[src/rtl/requant_pool_stream_pkg.sv]
// Shared requant/saturate and signed-max helpers plus LeNet layer geometry.
// Pure functions and constants only; no timing or flow control.
package requant_pool_stream_pkg;

  localparam int DEF_WIDTH = 8;
  localparam int DEF_ACC_W = 21;
  localparam int DEF_SHIFT = 13;

  localparam int L2_W = 24;
  localparam int L2_H = 24;
  localparam int L2_C = 6;

  localparam int L4_W = 8;
  localparam int L4_H = 8;
  localparam int L4_C = 16;

  // Arithmetic shift then clamp to the signed WIDTH range (or [0, max] with ReLU).
  function automatic logic signed [31:0] requant(input logic signed [63:0] acc,
                                                 input int shift,
                                                 input int width,
                                                 input logic relu);
    logic signed [63:0] s;
    logic signed [63:0] hi;
    logic signed [63:0] lo;
    s  = acc >>> shift;
    hi = (64'sd1 <<< (width - 1)) - 64'sd1;
    lo = relu ? 64'sd0 : -(64'sd1 <<< (width - 1));
    if (s > hi) begin
      s = hi;
    end else if (s < lo) begin
      s = lo;
    end
    return 32'(s);
  endfunction

  function automatic logic signed [31:0] smax(input logic signed [31:0] a,
                                              input logic signed [31:0] b);
    return (a > b) ? a : b;
  endfunction

endpackage

[src/rtl/requant_pool_stream_linebuf.sv]
// Pooling line buffer: one write port, one combinational read port, no reset.
// Write lands on the clock edge; read is same-cycle; no flow control.
module pool_linebuf #(
  parameter int DEPTH = 72,
  parameter int WIDTH = 8,
  parameter int AW    = 7
) (
  input  logic             clk,
  input  logic             wr_en,
  input  logic [AW-1:0]    wr_addr,
  input  logic [WIDTH-1:0] wr_data,
  input  logic [AW-1:0]    rd_addr,
  output logic [WIDTH-1:0] rd_data
);

  logic [WIDTH-1:0] mem [DEPTH];

  always_ff @(posedge clk) begin
    if (wr_en) begin
      mem[wr_addr] <= wr_data;
    end
  end

  assign rd_data = mem[rd_addr];

endmodule

[src/rtl/requant_pool_stream.sv]
// Requantise conv accumulators to WIDTH bits and 2x2 max-pool a (row, col, ch) stream.
// Latency 1 cycle from the odd-row/odd-col beat; in_ready = !out_valid || out_ready.
module requant_pool_stream
  import requant_pool_stream_pkg::*;
#(
  parameter int WIDTH = DEF_WIDTH,
  parameter int ACC_W = DEF_ACC_W,
  parameter int SHIFT = DEF_SHIFT,
  parameter int W     = L2_W,
  parameter int H     = L2_H,
  parameter int C     = L2_C,
  parameter int RELU  = 1
) (
  input  logic                    clk,
  input  logic                    rst_n,
  input  logic                    in_valid,
  output logic                    in_ready,
  input  logic signed [ACC_W-1:0] in_data,
  input  logic                    in_last,
  output logic                    out_valid,
  input  logic                    out_ready,
  output logic signed [WIDTH-1:0] out_data,
  output logic                    out_last,
  output logic                    frame_err
);

  localparam int CW    = (C > 1) ? $clog2(C) : 1;
  localparam int XW    = (W > 1) ? $clog2(W) : 1;
  localparam int YW    = (H > 1) ? $clog2(H) : 1;
  localparam int DEPTH = (W / 2) * C;
  localparam int AW    = (DEPTH > 1) ? $clog2(DEPTH) : 1;

  localparam logic [CW-1:0] CH_MAX  = CW'(C - 1);
  localparam logic [XW-1:0] COL_MAX = XW'(W - 1);
  localparam logic [YW-1:0] ROW_MAX = YW'(H - 1);

  logic [CW-1:0] ch;
  logic [XW-1:0] col;
  logic [YW-1:0] row;

  logic signed [WIDTH-1:0] hreg [C];
  logic signed [31:0]      q_full;
  logic signed [WIDTH-1:0] q;
  logic signed [WIDTH-1:0] h;
  logic signed [WIDTH-1:0] lb_rd;
  logic signed [WIDTH-1:0] pooled;
  logic [AW-1:0]           lb_addr;
  logic                    fire_in;
  logic                    at_end;
  logic                    lb_wr;
  logic                    emit;

  assign in_ready = !out_valid || out_ready;
  assign fire_in  = in_valid && in_ready;
  assign at_end   = (row == ROW_MAX) && (col == COL_MAX) && (ch == CH_MAX);

  assign q_full  = requant(64'(in_data), SHIFT, WIDTH, RELU == 1);
  assign q       = WIDTH'(q_full);
  assign h       = WIDTH'(smax(32'(hreg[ch]), 32'(q)));
  assign pooled  = WIDTH'(smax(32'(lb_rd), 32'(h)));
  assign lb_addr = AW'((int'(col) >> 1) * C + int'(ch));
  assign lb_wr   = fire_in && col[0] && !row[0];
  assign emit    = fire_in && col[0] && row[0];

  // Horizontal partial max waits here for the odd-column partner of the same channel.
  always_ff @(posedge clk) begin
    if (fire_in && !col[0]) begin
      hreg[ch] <= q;
    end
  end

  pool_linebuf #(
    .DEPTH (DEPTH),
    .WIDTH (WIDTH),
    .AW    (AW)
  ) u_linebuf (
    .clk     (clk),
    .wr_en   (lb_wr),
    .wr_addr (lb_addr),
    .wr_data (h),
    .rd_addr (lb_addr),
    .rd_data (lb_rd)
  );

  always_ff @(posedge clk or negedge rst_n) begin
    if (!rst_n) begin
      ch  <= '0;
      col <= '0;
      row <= '0;
    end else if (fire_in) begin
      if (in_last && !at_end) begin
        // Early in_last: resynchronise to the start of a frame.
        ch  <= '0;
        col <= '0;
        row <= '0;
      end else if (ch == CH_MAX) begin
        ch <= '0;
        if (col == COL_MAX) begin
          col <= '0;
          row <= (row == ROW_MAX) ? '0 : row + 1'b1;
        end else begin
          col <= col + 1'b1;
        end
      end else begin
        ch <= ch + 1'b1;
      end
    end
  end

  always_ff @(posedge clk or negedge rst_n) begin
    if (!rst_n) begin
      frame_err <= 1'b0;
    end else if (fire_in && (in_last != at_end)) begin
      frame_err <= 1'b1;
    end
  end

  // A new beat can only load when the slot is empty or draining this cycle.
  always_ff @(posedge clk or negedge rst_n) begin
    if (!rst_n) begin
      out_valid <= 1'b0;
      out_data  <= '0;
      out_last  <= 1'b0;
    end else if (emit) begin
      out_valid <= 1'b1;
      out_data  <= pooled;
      out_last  <= at_end && in_last;
    end else if (out_ready) begin
      out_valid <= 1'b0;
    end
  end

endmodule

[config.mk]
export PLATFORM = sky130hd
export DESIGN_NAME = requant_pool_stream
export DESIGN_NICKNAME = d
export VERILOG_FILES = /design/src/rtl/requant_pool_stream_pkg.sv /design/src/rtl/requant_pool_stream_linebuf.sv /design/src/rtl/requant_pool_stream.sv
export SDC_FILE = /design/constraint.sdc
export NUM_CORES = 1
export LEC_CHECK = 0
export CORE_UTILIZATION = 40
export CTS_CLUSTER_DIAMETER = 30
export DETAILED_ROUTE_END_ITERATION = 7
export GPL_ROUTABILITY_DRIVEN = 0
export PLACE_DENSITY = 0.56
export SLEW_MARGIN = 0
export SYNTH_ARGS = -nofsm -noshare
export SYNTH_HDL_FRONTEND = slang
export SYNTH_HIERARCHICAL = 1
export SYNTH_SLANG_ARGS = --single-unit
export TNS_END_PERCENT = 50
[constraint.sdc]
create_clock -name clk -period 17.6 [get_ports clk]
set_clock_uncertainty 0.2 [all_clocks]
set_input_delay 4.4 -clock clk [delete_from_list [all_inputs] [get_ports clk]]
set_output_delay 4.4 -clock clk [all_outputs]
set_load 0.05 [all_outputs]
==> key figures, run 1 <==
CTS
  • CTS max path bufs: 3
  • Number of setup buffers added after CTS: 0
  • Post-cts sizing count: 0
  • Clock slew at reported path FFs: 40 ps
  • Clk_lat worst skew: 690 ps
  • CTS Hold Bufs: 0
  • Number of CTS-inserted buffers: 135
  • CTS tree: built
  • CTS root buffer: clkbuf_16
  • H-tree lvl count: 4
  • Clk sinks: 642

Layout
  • Share of layout cells above drive strength 1: 25.63%
  • P&R area growth vs syn: 22.16%
  • Area of the multi-input gates: 6862 um^2
  • Ant. Diodes: 0
  • Commonest non-fill, non-tap cell in the layout: edfxtp_1
  • Filler cells: 5299
  • Register area: 19160 um^2
  • Nets: 1573
  • Fin area: 31910 um^2
  • Most frequent cells in the layout: 618 x edfxtp_1, 150 x mux4_2, 140 x clkbuf_16

Die
  • Core Region: 64460 um^2
  • Full die area: 66320 um^2
  • Site Rows: 93
  • Die H: 257.5 um
  • Top Ports: 38
  • Initial core utilization: 40.52%
  • Die Wd: 257.5 um

Synth
  • Seq/Total Area, Yosys: 73.35%
  • Avg Inst Size Synth: 19.68 um^2
  • Yosys cell types: 62
  • Post-synth EDFFs: 618
  • Cells after Synth: 1327
  • Main flop type after synthesis: edfxtp_1
  • Synth async-reset ratio: 3.738%
  • Mapped Area: 26120 um^2
  • Synth warnings: 6
  • Synthesis-stage register bit count: 642

Detailed routing
  • Routed Antenna Nets: 0
  • Routed WL per cell: 23.43 um
  • Drt first pass iters: 5
  • Vias per inst: 5.393
  • Initial DRC count: 1053
  • Residual DRC: 0
  • DR vias: 13.34k
  • WL final: 57960 um

Worst setup path
  • Critical path peak fanout: 4
  • Master of the slowest instance on the critical path: clkdlybuf4s50_1
  • Cell Chain, Critical Path: clkdlybuf4s50_1 > nand2b_1 > clkdlybuf4s50_1
  • Startpoint class of the critical path: input port
  • Arr. time, crit path: 5820 ps
  • Crit path top cell by count: clkdlybuf4s50_1
  • Nature of the critical path endpoint: primary output
  • Setup CP Type: input port to primary output
  • Worst path max stage delay: 820 ps
  • Required @ worst endpoint: 13000 ps

Run
  • MaxCap Viol Count: 0

Timing
  • Final setup margin: 7182 ps
  • Period utilization: 59.20%
  • Setup TNS: 0 ps
  • RSZ-0062 raised after global routing: no
  • WHS: 269.6 ps
  • Hold Vio Cnt, Final: 0
  • Final min period: 10420 ps
  • Slew HR: 26.75%
  • Max Fclk: 95.98 MHz
  • Final slew viol count: 0
  • Final Setup Violations: 0
  • Worst slew pin tran: 1098 ps

Place
  • Placed Instance Area: 27590 um^2
  • Dpl ws: 7193 ps
  • IO Port Bufs: 24
  • Detail Placement HPWL: 33750 um

Global route
  • Initial antenna violation count: 0
  • First-pass GRT wire length: 87920 um
  • Overall Global Routing Usage: 18.01%
  • Vias in the first global route: 13.99k
  • Largest net degree at the start of global routing: 75
  • GRT overflow: 0

Pwr
  • Sequential Power Share: 37.5%
  • Clock power share: 46.0%
  • Net switching power: 1342 uW
  • Switching share of power: 26.08%
  • Pwr per Cell Area: 161.3 nW/um^2
  • Pleak: 0.01059 uW
  • Combinational share of power: 16.5%
  • VDD IR max: 0.00008918 V
  • Total Power: 5147 uW
  • Pint: 3805 uW

Min path
  • Hold WC Path Type: flop to flop

Status
  • Outcome: finished, final reports clean
-- final timing paths --
kind	start	to	slack [ps]	cells after the start
worst min-delay path	out_last	out_last	270	2
max in group asynchronous	rst_n	ch[0]	12300	1
min in group asynchronous	rst_n	out_data[7]	4110	1
worst max register to register	ch[0]	out_data[1]	10880	18
worst min register to register	out_last	out_last	270	2
worst max-delay path	out_ready	in_ready	7180	3
-- cell type report --
| class | count | area share, % |
|---|---|---|
| Clock buffer | 163 | 11.25 |
| Clock inverter | 73 | 2.267 |
| Sequential cell | 642 | 60.06 |
| Multi-Input combinational cell | 671 | 21.51 |
| Timing Repair Buffer | 47 | 1.294 |
| Tap cell | 855 | 3.353 |
| Inverter | 23 | 0.2706 |
-- stage by stage --
step,instances,util (%)
after detailed placement,2238,42.80
after CTS,2474,49.49
final,2474,49.49
after global placement,2238,42.80
after global routing,2474,49.49
after floorplan,1398,-
-- critical path, delay by kind of cell --
kind,cells,cell delay [ps]
AND/OR/NAND/NOR,1,150
buffers and inverters,2,1270
-- flip-flops by register name, indices dropped and copies added (netlist names) --
name and cells:
out_data 8, frame_err 1, u_linebuf/mem 576, ch 3
col 5, row 5, out_last 1, hreg 42
out_valid 1
-- per-layer routing --
metal	global-route usage (%)	wire, um	up-vias
li1	-	-	5799
met4	6.986	1285	0
met2	28.52	28370	391
met1	23.95	25090	7057
met3	4.574	3216	96
met5	0	0	-
-- power by group through the flow --
stage / Clock [uW] / Combinational [uW] / Sequential (uW)
after floorplan: 0 / 535 / 1970
after global placement: 0 / 844 / 1960
after detailed placement: 0 / 868 / 1960
after CTS: 2410 / 871 / 1930
after global routing: 2490 / 917 / 1930
final: 2370 / 847 / 1930
-- cell usage after synthesis, types with 4 or more instances --
| cell | number | area share (%) |
|---|---|---|
| edfxtp_1 | 618 | 71 |
| mux4_2 | 150 | 13 |
| nor2_1 | 86 | 1.2 |
| nand2_1 | 51 | 0.73 |
| mux2_2 | 26 | 1.1 |
| mux2i_1 | 26 | 1.0 |
| ha_1 | 25 | 1.2 |
| dfrtp_1 | 24 | 2.3 |
| nand3_1 | 24 | 0.46 |
| nand2b_1 | 23 | 0.55 |
| inv_1 | 22 | 0.32 |
| clkbuf_1 | 21 | 0.30 |
| buf_2 | 20 | 0.38 |
| nor2b_1 | 16 | 0.38 |
| a21oi_1 | 14 | 0.27 |
| o21ai_1 | 13 | 0.25 |
| buf_4 | 11 | 0.32 |
| a221oi_1 | 9 | 0.30 |
| and3_1 | 9 | 0.22 |
| nand4_1 | 8 | 0.19 |
| a21oi_2 | 7 | 0.23 |
| a222oi_1 | 7 | 0.27 |
| and2_1 | 7 | 0.17 |
| mux2_4 | 7 | 0.40 |
| nor3_1 | 7 | 0.13 |
| o21ai_0 | 7 | 0.13 |
| a221o_1 | 6 | 0.23 |
| a32oi_1 | 6 | 0.20 |
| nand3b_1 | 5 | 0.14 |
| o211ai_1 | 5 | 0.14 |
| o31ai_1 | 5 | 0.14 |
| a21o_1 | 4 | 0.11 |
| a22oi_1 | 4 | 0.11 |
| buf_6 | 4 | 0.17 |
-- cell families (layout without fill, tap and decap cells) --
family | after synthesis | in the layout | synth area share, %
AND/OR/NAND/NOR | 249 | 249 | 4.584
multiplexers | 214 | 214 | 15.78
flip-flops | 642 | 642 | 73.35
XOR/XNOR | 5 | 5 | 0.1677
buffers and inverters | 85 | 306 | 1.777
other | 1 | 72 | 0.01436
adder cells (fa/ha/maj) | 27 | 27 | 1.351
AO/OA/AOI/OAI | 104 | 104 | 2.970
Note: power is estimated with default switching activity, not from simulation.
==> inputs of run 2 (changes only) <==
--- a/config.mk
+++ b/config.mk
@@ -9,7 +9,7 @@
 export CTS_CLUSTER_DIAMETER = 30
 export DETAILED_ROUTE_END_ITERATION = 7
 export GPL_ROUTABILITY_DRIVEN = 0
-export PLACE_DENSITY = 0.56
+export PLACE_DENSITY = 0.58
 export SLEW_MARGIN = 0
 export SYNTH_ARGS = -nofsm -noshare
 export SYNTH_HDL_FRONTEND = slang
==> constraint.sdc (replaced) <==
create_clock -name clk -period 8.4 [get_ports clk]
set_clock_uncertainty 0.2 [all_clocks]
set_input_delay 2.1 -clock clk [delete_from_list [all_inputs] [get_ports clk]]
set_output_delay 2.1 -clock clk [all_outputs]
set_load 0.05 [all_outputs]
==> key figures, run 2 (synthesized netlist as in run 1, its figures left out) <==
Layout
  • Top Registers: u_linebuf/mem (576), hreg (42), out_data (8) (unchanged)
  • Largest reg by FF count: u_linebuf/mem (unchanged)
  • Register area: 19160 um^2 (unchanged)
  • Filler cells: 5228 (was 5299)
  • Ant. Diodes: 0 (unchanged)
  • Most frequent cells in the layout: 618 x edfxtp_1, 150 x mux4_2, 139 x clkbuf_16 (was 618 x edfxtp_1, 150 x mux4_2, 140 x clkbuf_16)
  • Max FFs per register: 576 (unchanged)
  • P&R area growth vs syn: 22.86% (was 22.16%)
  • Area of the multi-input gates: 6862 um^2 (unchanged)
  • Commonest non-fill, non-tap cell in the layout: edfxtp_1 (unchanged)
  • Share of layout cells above drive strength 1: 25.79% (was 25.63%)
  • Nets: 1573 (unchanged)

CTS
  • Number of CTS-inserted buffers: 133 (was 135)
  • H-tree lvl count: 4 (unchanged)
  • CTS Hold Bufs: 0 (unchanged)
  • Clk sinks: 642 (unchanged)
  • Post-cts sizing count: 0 (unchanged)
  • Number of setup buffers added after CTS: 0 (unchanged)
  • Clk_lat worst skew: 680 ps (was 690 ps)
  • CTS max path bufs: 3 (unchanged)
  • Clock slew at reported path FFs: 40 ps (about the same)
  • CTS tree: built (unchanged)
  • CTS root buffer: clkbuf_16 (unchanged)

Timing
  • Worst slew pin tran: 1067 ps (was 1098 ps)
  • Period utilization: 74.99%
  • Final min period: 6300 ps
  • Final slew viol count: 0 (unchanged)
  • Setup TNS: 0 ps (unchanged)
  • Final Setup Violations: 0 (unchanged)
  • Hold Vio Cnt, Final: 0 (unchanged)
  • Slew HR: 28.65% (was 26.75%)
  • RSZ-0062 raised after global routing: no (unchanged)
  • Max Fclk: 158.7 MHz
  • WHS: 272.8 ps (was 269.6 ps)

Detailed routing
  • Met2 wire len: 28260 um (was 28370 um)
  • WL final: 57840 um (was 57960 um)
  • DR vias: 13.35k (was 13.34k)
  • Routed Antenna Nets: 0 (unchanged)
  • Residual DRC: 0 (unchanged)
  • Vias per inst: 5.400 (was 5.393)
  • Met3 routed wirelength: 3095 um (was 3216 um)
  • Initial DRC count: 1079 (was 1053)
  • Met1 WL: 25050 um (was 25090 um)
  • Drt first pass iters: 5 (unchanged)
  • Top Metal Used: met4 (unchanged)
  • Routed WL per cell: 23.40 um (was 23.43 um)

Pwr
  • Net switching power: 2794 uW (was 1342 uW)
  • Sequential Power Share: 36.8% (was 37.5%)
  • Switching share of power: 25.41% (was 26.08%)
  • Combinational share of power: 16.2% (was 16.5%)
  • Pint: 8203 uW (was 3805 uW)
  • Pleak: 0.01067 uW (was 0.01059 uW)
  • Clock power share: 47.0% (was 46.0%)
  • VDD IR max: 0.0002926 V (was 0.00008918 V)
  • Pwr per Cell Area: 342.7 nW/um^2 (was 161.3 nW/um^2)

Worst setup path
  • Cells on worst reg2reg path: 16 (was 18)
  • Setup CP Type: flop to flop (was input port to primary output)
  • Reg2Reg Setup Slack: 2100 ps (was 10880 ps)
  • Required @ worst endpoint: 8740 ps (was 13000 ps)
  • R2R Path Start: col[2] (was ch[0])
  • Arr. time, crit path: 6640 ps (was 5820 ps)
  • Critical path peak fanout: 19 (was 4)
  • Nature of the critical path endpoint: flop (was primary output)
  • Reg2reg end: out_data[3] (was out_data[1])
  • Setup crit start: col[2] (was out_ready)
  • Startpoint class of the critical path: flop (was input port)
  • Crit path capture: out_data[3] (was in_ready)

Place
  • IO Port Bufs: 24 (unchanged)
  • Detail Placement HPWL: 34050 um (was 33750 um)

Die
  • Die H: 257.5 um (unchanged)
  • Full die area: 66320 um^2 (unchanged)
  • Die Wd: 257.5 um (unchanged)
  • Core Region: 64460 um^2 (unchanged)
  • Site Rows: 93 (unchanged)
  • Top Ports: 38 (unchanged)
  • Initial core utilization: 40.52% (unchanged)

Global route
  • Overall Global Routing Usage: 17.99% (was 18.01%)
  • Initial antenna violation count: 0 (unchanged)
  • Vias in the first global route: 13.88k (was 13.99k)
  • GRT overflow: 0 (unchanged)
  • First-pass GRT wire length: 87690 um (was 87920 um)
  • Largest net degree at the start of global routing: 83 (was 75)

Run
  • MaxCap Viol Count: 0 (unchanged)

Min path
  • Hold Path Origin: frame_err (was out_last)
  • Hold WC Path Type: flop to flop (unchanged)

Status
  • Outcome: finished, final reports clean (unchanged)
## run 2: per-stage QoR
stage | util (%) | power, uW | std cells | area (um^2) | setup WS, ps
4_1_cts | 49.78 | 11130 | 2472 | 32090 | 2162
3_3_place_gp | 42.87 | 5873 | 2240 | 27630 | 1756
5_1_grt | 49.78 | 11380 | 2472 | 32090 | 1906
2_1_floorplan | - | 5248 | 1398 | 26390 | 924.7
3_5_place_dp | 42.87 | 5924 | 2240 | 27630 | 1647
6_report | 49.78 | 11000 | 2472 | 32090 | 2100
## run 2: power by group through the flow
stage	registers, uW	clock network [uW]	logic (uW)
6_report	4050	5170	1780
4_1_cts	4050	5250	1820
3_3_place_gp	4100	0	1770
2_1_floorplan	4130	0	1120
5_1_grt	4050	5400	1930
3_5_place_dp	4110	0	1820
## run 2: area by class of cell
| type | count | area share [%] |
|---|---|---|
| tap | 855 | 3.334 |
| clock inverter | 74 | 2.792 |
| inverter | 23 | 0.2690 |
| clock buffer | 158 | 11.09 |
| timing repair buffer | 49 | 1.412 |
| sequential | 642 | 59.72 |
| multi-input combinational | 671 | 21.38 |
## run 2: worst min path at each step
stage | end | slack [ps] | cells past startpoint
CTS | frame_err | 280 | 1
floorplan | row[4] | 250 | 1
finish | frame_err | 270 | 1
global route | frame_err | 300 | 1
global placement | frame_err | 260 | 1
detailed placement | frame_err | 270 | 1
## run 2: critical path, stage by stage (launching register included)
cell,delay (ps)
dfrtp_1,450
ha_1,290
fa_1,670
nand2_1,170
xnor2_2,780
buf_4,380
nor2b_1,830
a22oi_1,310
nand3_1,220
nand4_1,160
nand3_1,210
ha_1,240
and4_1,160
a41o_1,240
a31oi_2,310
nor2_1,200
a221o_1,330
## run 2: routing by layer
layer	vias to the layer above	global-route usage [%]
li1	5802	-
met3	111	3.956
met2	422	28.66
met4	0	7.068
met5	-	0
met1	7014	24.16
==> inputs of run 3 (changes only) <==
==> constraint.sdc (replaced) <==
create_clock -name clk -period 5.79 [get_ports clk]
set_clock_uncertainty 0.2 [all_clocks]
set_input_delay 1.4475 -clock clk [delete_from_list [all_inputs] [get_ports clk]]
set_output_delay 1.4475 -clock clk [all_outputs]
set_load 0.05 [all_outputs]
==> key figures, run 3 (synthesized netlist as in run 1, its figures left out) <==
Status
  • Outcome: finished, final reports clean (unchanged)

Detailed routing
  • Top Metal Used: met5 (was met4)
  • WL final: 58740 um (was 57840 um)
  • Residual DRC: 0 (unchanged)
  • Met2 wire len: 28730 um (was 28260 um)
  • Met1 WL: 25380 um (was 25050 um)
  • Vias per inst: 5.291 (was 5.400)
  • DR vias: 13.57k (was 13.35k)
  • Routed WL per cell: 22.91 um (was 23.40 um)
  • Routed Antenna Nets: 0 (unchanged)
  • Drt first pass iters: 8 (was 5)
  • Met3 routed wirelength: 3269 um (was 3095 um)
  • Initial DRC count: 1127 (was 1079)

Timing
  • Max Fclk: 183.9 MHz (was 158.7 MHz)
  • Slew HR: 28.95% (was 28.65%)
  • Final min period: 5438 ps (was 6300 ps)
  • Final setup margin: 352.3 ps (was 2100 ps)
  • RSZ-0062 raised after global routing: no (unchanged)
  • Final slew viol count: 0 (unchanged)
  • Period utilization: 93.91% (was 74.99%)
  • Hold Vio Cnt, Final: 0 (unchanged)
  • Worst slew pin tran: 1062 ps (was 1067 ps)
  • WHS: 285.9 ps (was 272.8 ps)
  • Final Setup Violations: 0 (unchanged)
  • Setup TNS: 0 ps (unchanged)

CTS
  • CTS Hold Bufs: 0 (unchanged)
  • CTS root buffer: clkbuf_16 (unchanged)
  • CTS max path bufs: 3 (unchanged)
  • Clk sinks: 642 (unchanged)
  • Post-cts sizing count: 0 (unchanged)
  • Clk_lat worst skew: 670 ps (was 680 ps)
  • Number of setup buffers added after CTS: 0 (unchanged)
  • Clock slew at reported path FFs: 50 ps (was 40 ps)
  • CTS tree: built (unchanged)
  • H-tree lvl count: 3 (was 4)
  • Number of CTS-inserted buffers: 121 (was 133)

Die
  • Full die area: 66320 um^2 (unchanged)
  • Site Rows: 93 (unchanged)
  • Die Wd: 257.5 um (unchanged)
  • Die H: 257.5 um (unchanged)
  • Core Region: 64460 um^2 (unchanged)
  • Initial core utilization: 40.52% (unchanged)
  • Top Ports: 38 (unchanged)

Layout
  • Filler cells: 5285 (was 5228)
  • Largest reg by FF count: u_linebuf/mem (unchanged)
  • Max FFs per register: 576 (unchanged)
  • P&R area growth vs syn: 24.21% (was 22.86%)
  • Top Registers: u_linebuf/mem (576), hreg (42), out_data (8) (unchanged)
  • Area of the multi-input gates: 6862 um^2 (unchanged)
  • Share of layout cells above drive strength 1: 29.90% (was 25.79%)
  • Nets: 1657 (was 1573)
  • Register area: 19160 um^2 (unchanged)
  • Most frequent cells in the layout: 618 x edfxtp_1, 150 x mux4_2, 121 x clkbuf_16 (was 618 x edfxtp_1, 150 x mux4_2, 139 x clkbuf_16)
  • Non-filler instance count after layout: 2564 (was 2472)
  • Commonest non-fill, non-tap cell in the layout: edfxtp_1 (unchanged)
  • Ant. Diodes: 0 (unchanged)

Place
  • Detail Placement HPWL: 35690 um (was 34050 um)
  • Dpl ws: 248.9 ps (was 1647 ps)
  • # placed instances: 2336 (was 2240)
  • IO Port Bufs: 24 (unchanged)

Worst setup path
  • Critical path peak fanout: 13 (was 19)
  • Startpoint class of the critical path: flop (unchanged)
  • Bufs and invs on worst path: 2 (was 1)
  • Reg2Reg Setup Slack: 350 ps (was 2100 ps)
  • Setup CP Type: flop to flop (unchanged)
  • Master of the slowest instance on the critical path: fa_1 (was nor2b_1)
  • R2R Path Start: col[1] (was col[2])
  • Arr. time, crit path: 5780 ps (was 6640 ps)
  • Cell Chain, Critical Path: ha_1 > fa_1 > xor2_4 > nor2b_1 > buf_4 > a221oi_1 > o21ai_1 > a32oi_1 > nand3_1 > ha_1 > nor2b_1 > and4_1 > a41o_1 > a31oi_2 > buf_4 > and3_1 > a221o_1 (was ha_1 > fa_1 > nand2_1 > xnor2_2 > buf_4 > nor2b_1 > a22oi_1 > nand3_1 > nand4_1 > nand3_1 > ha_1 > and4_1 > a41o_1 > a31oi_2 > nor2_1 > a221o_1)
  • Top delay family on crit path: compound AO/OA/AOI/OAI gates (was simple AND/OR/NAND/NOR gates)
  • Nature of the critical path endpoint: flop (unchanged)
  • Reg2reg end: out_data[4] (was out_data[3])
  • Cells on worst reg2reg path: 17 (was 16)
  • Worst path max stage delay: 670 ps (was 830 ps)
  • Required @ worst endpoint: 6130 ps (was 8740 ps)

Run
  • MaxCap Viol Count: 0 (unchanged)

Pwr
  • Total Power: 15380 uW (was 11000 uW)
  • Pleak: 0.01099 uW (was 0.01067 uW)
  • Pwr per Cell Area: 473.9 nW/um^2 (was 342.7 nW/um^2)
  • VDD IR max: 0.0003575 V (was 0.0002926 V)

Min path
  • Hold endpoint: out_data[7] (was frame_err)
  • WHS Path Cells: 1 (unchanged)
  • Hold WC Path Type: flop to flop (unchanged)
  • Hold Path Origin: out_data[7] (was frame_err)

Global route
  • Largest net degree at the start of global routing: 76 (was 83)
  • Initial antenna violation count: 1 (was 0)
  • Overall Global Routing Usage: 18.18% (was 17.99%)
  • Vias in the first global route: 14.36k (was 13.88k)
  • GRT overflow: 0 (unchanged)
  • First-pass GRT wire length: 89660 um (was 87690 um)
## run 3: how the worst max path moves through the flow
stage / cells after the start / to / startpoint / slack (ps)
finish: 17 / out_data[4] / col[1] / 350
detailed placement: 17 / out_data[1] / in_data[20] / 250
floorplan: 14 / out_data[2] / in_data[19] / 70
CTS: 17 / out_data[4] / col[1] / 370
global route: 17 / out_data[6] / col[2] / 150
global placement: 17 / out_data[4] / in_data[20] / 310
## run 3: worst reg2reg max path, cell delays in order, from the launching register on
cell	delay (ps)
dfrtp_1	440
ha_1	300
fa_1	670
xor2_4	630
nor2b_1	180
buf_4	210
a221oi_1	250
o21ai_1	190
a32oi_1	450
nand3_1	210
ha_1	310
nor2b_1	200
and4_1	250
a41o_1	190
a31oi_2	40
buf_4	160
and3_1	170
a221o_1	260
## run 3: stage by stage
stage	instance area [um^2]	utilization, %
global route	32440	50.32
floorplan	26440	-
global placement	28380	44.02
finish	32440	50.32
CTS	32440	50.32
detailed placement	28380	44.02
## run 3: final cells by class
| class | instances | share of cell area (%) |
|---|---|---|
| Inverter | 23 | 0.2661 |
| Clock buffer | 138 | 9.530 |
| Clock inverter | 90 | 2.993 |
| Sequential cell | 642 | 59.07 |
| Multi-Input combinational cell | 671 | 21.15 |
| Tap cell | 855 | 3.298 |
| Timing Repair Buffer | 145 | 3.695 |
## run 3: power breakdown
group | leakage, uW | switching (uW) | internal (uW)
clock network | 0.00196 | 2320 | 4540
registers | 0.00591 | 42.4 | 5810
logic | 0.00311 | 1740 | 923
total | 0.0110 | 4100 | 11300
## run 3: metal layers
metal / vias to the layer above / GRT usage [%]
li1: 5971 / -
met1: 7120 / 24.49
met2: 370 / 29.41
met3: 103 / 4.024
met4: 2 / 5.917
met5: - / 0
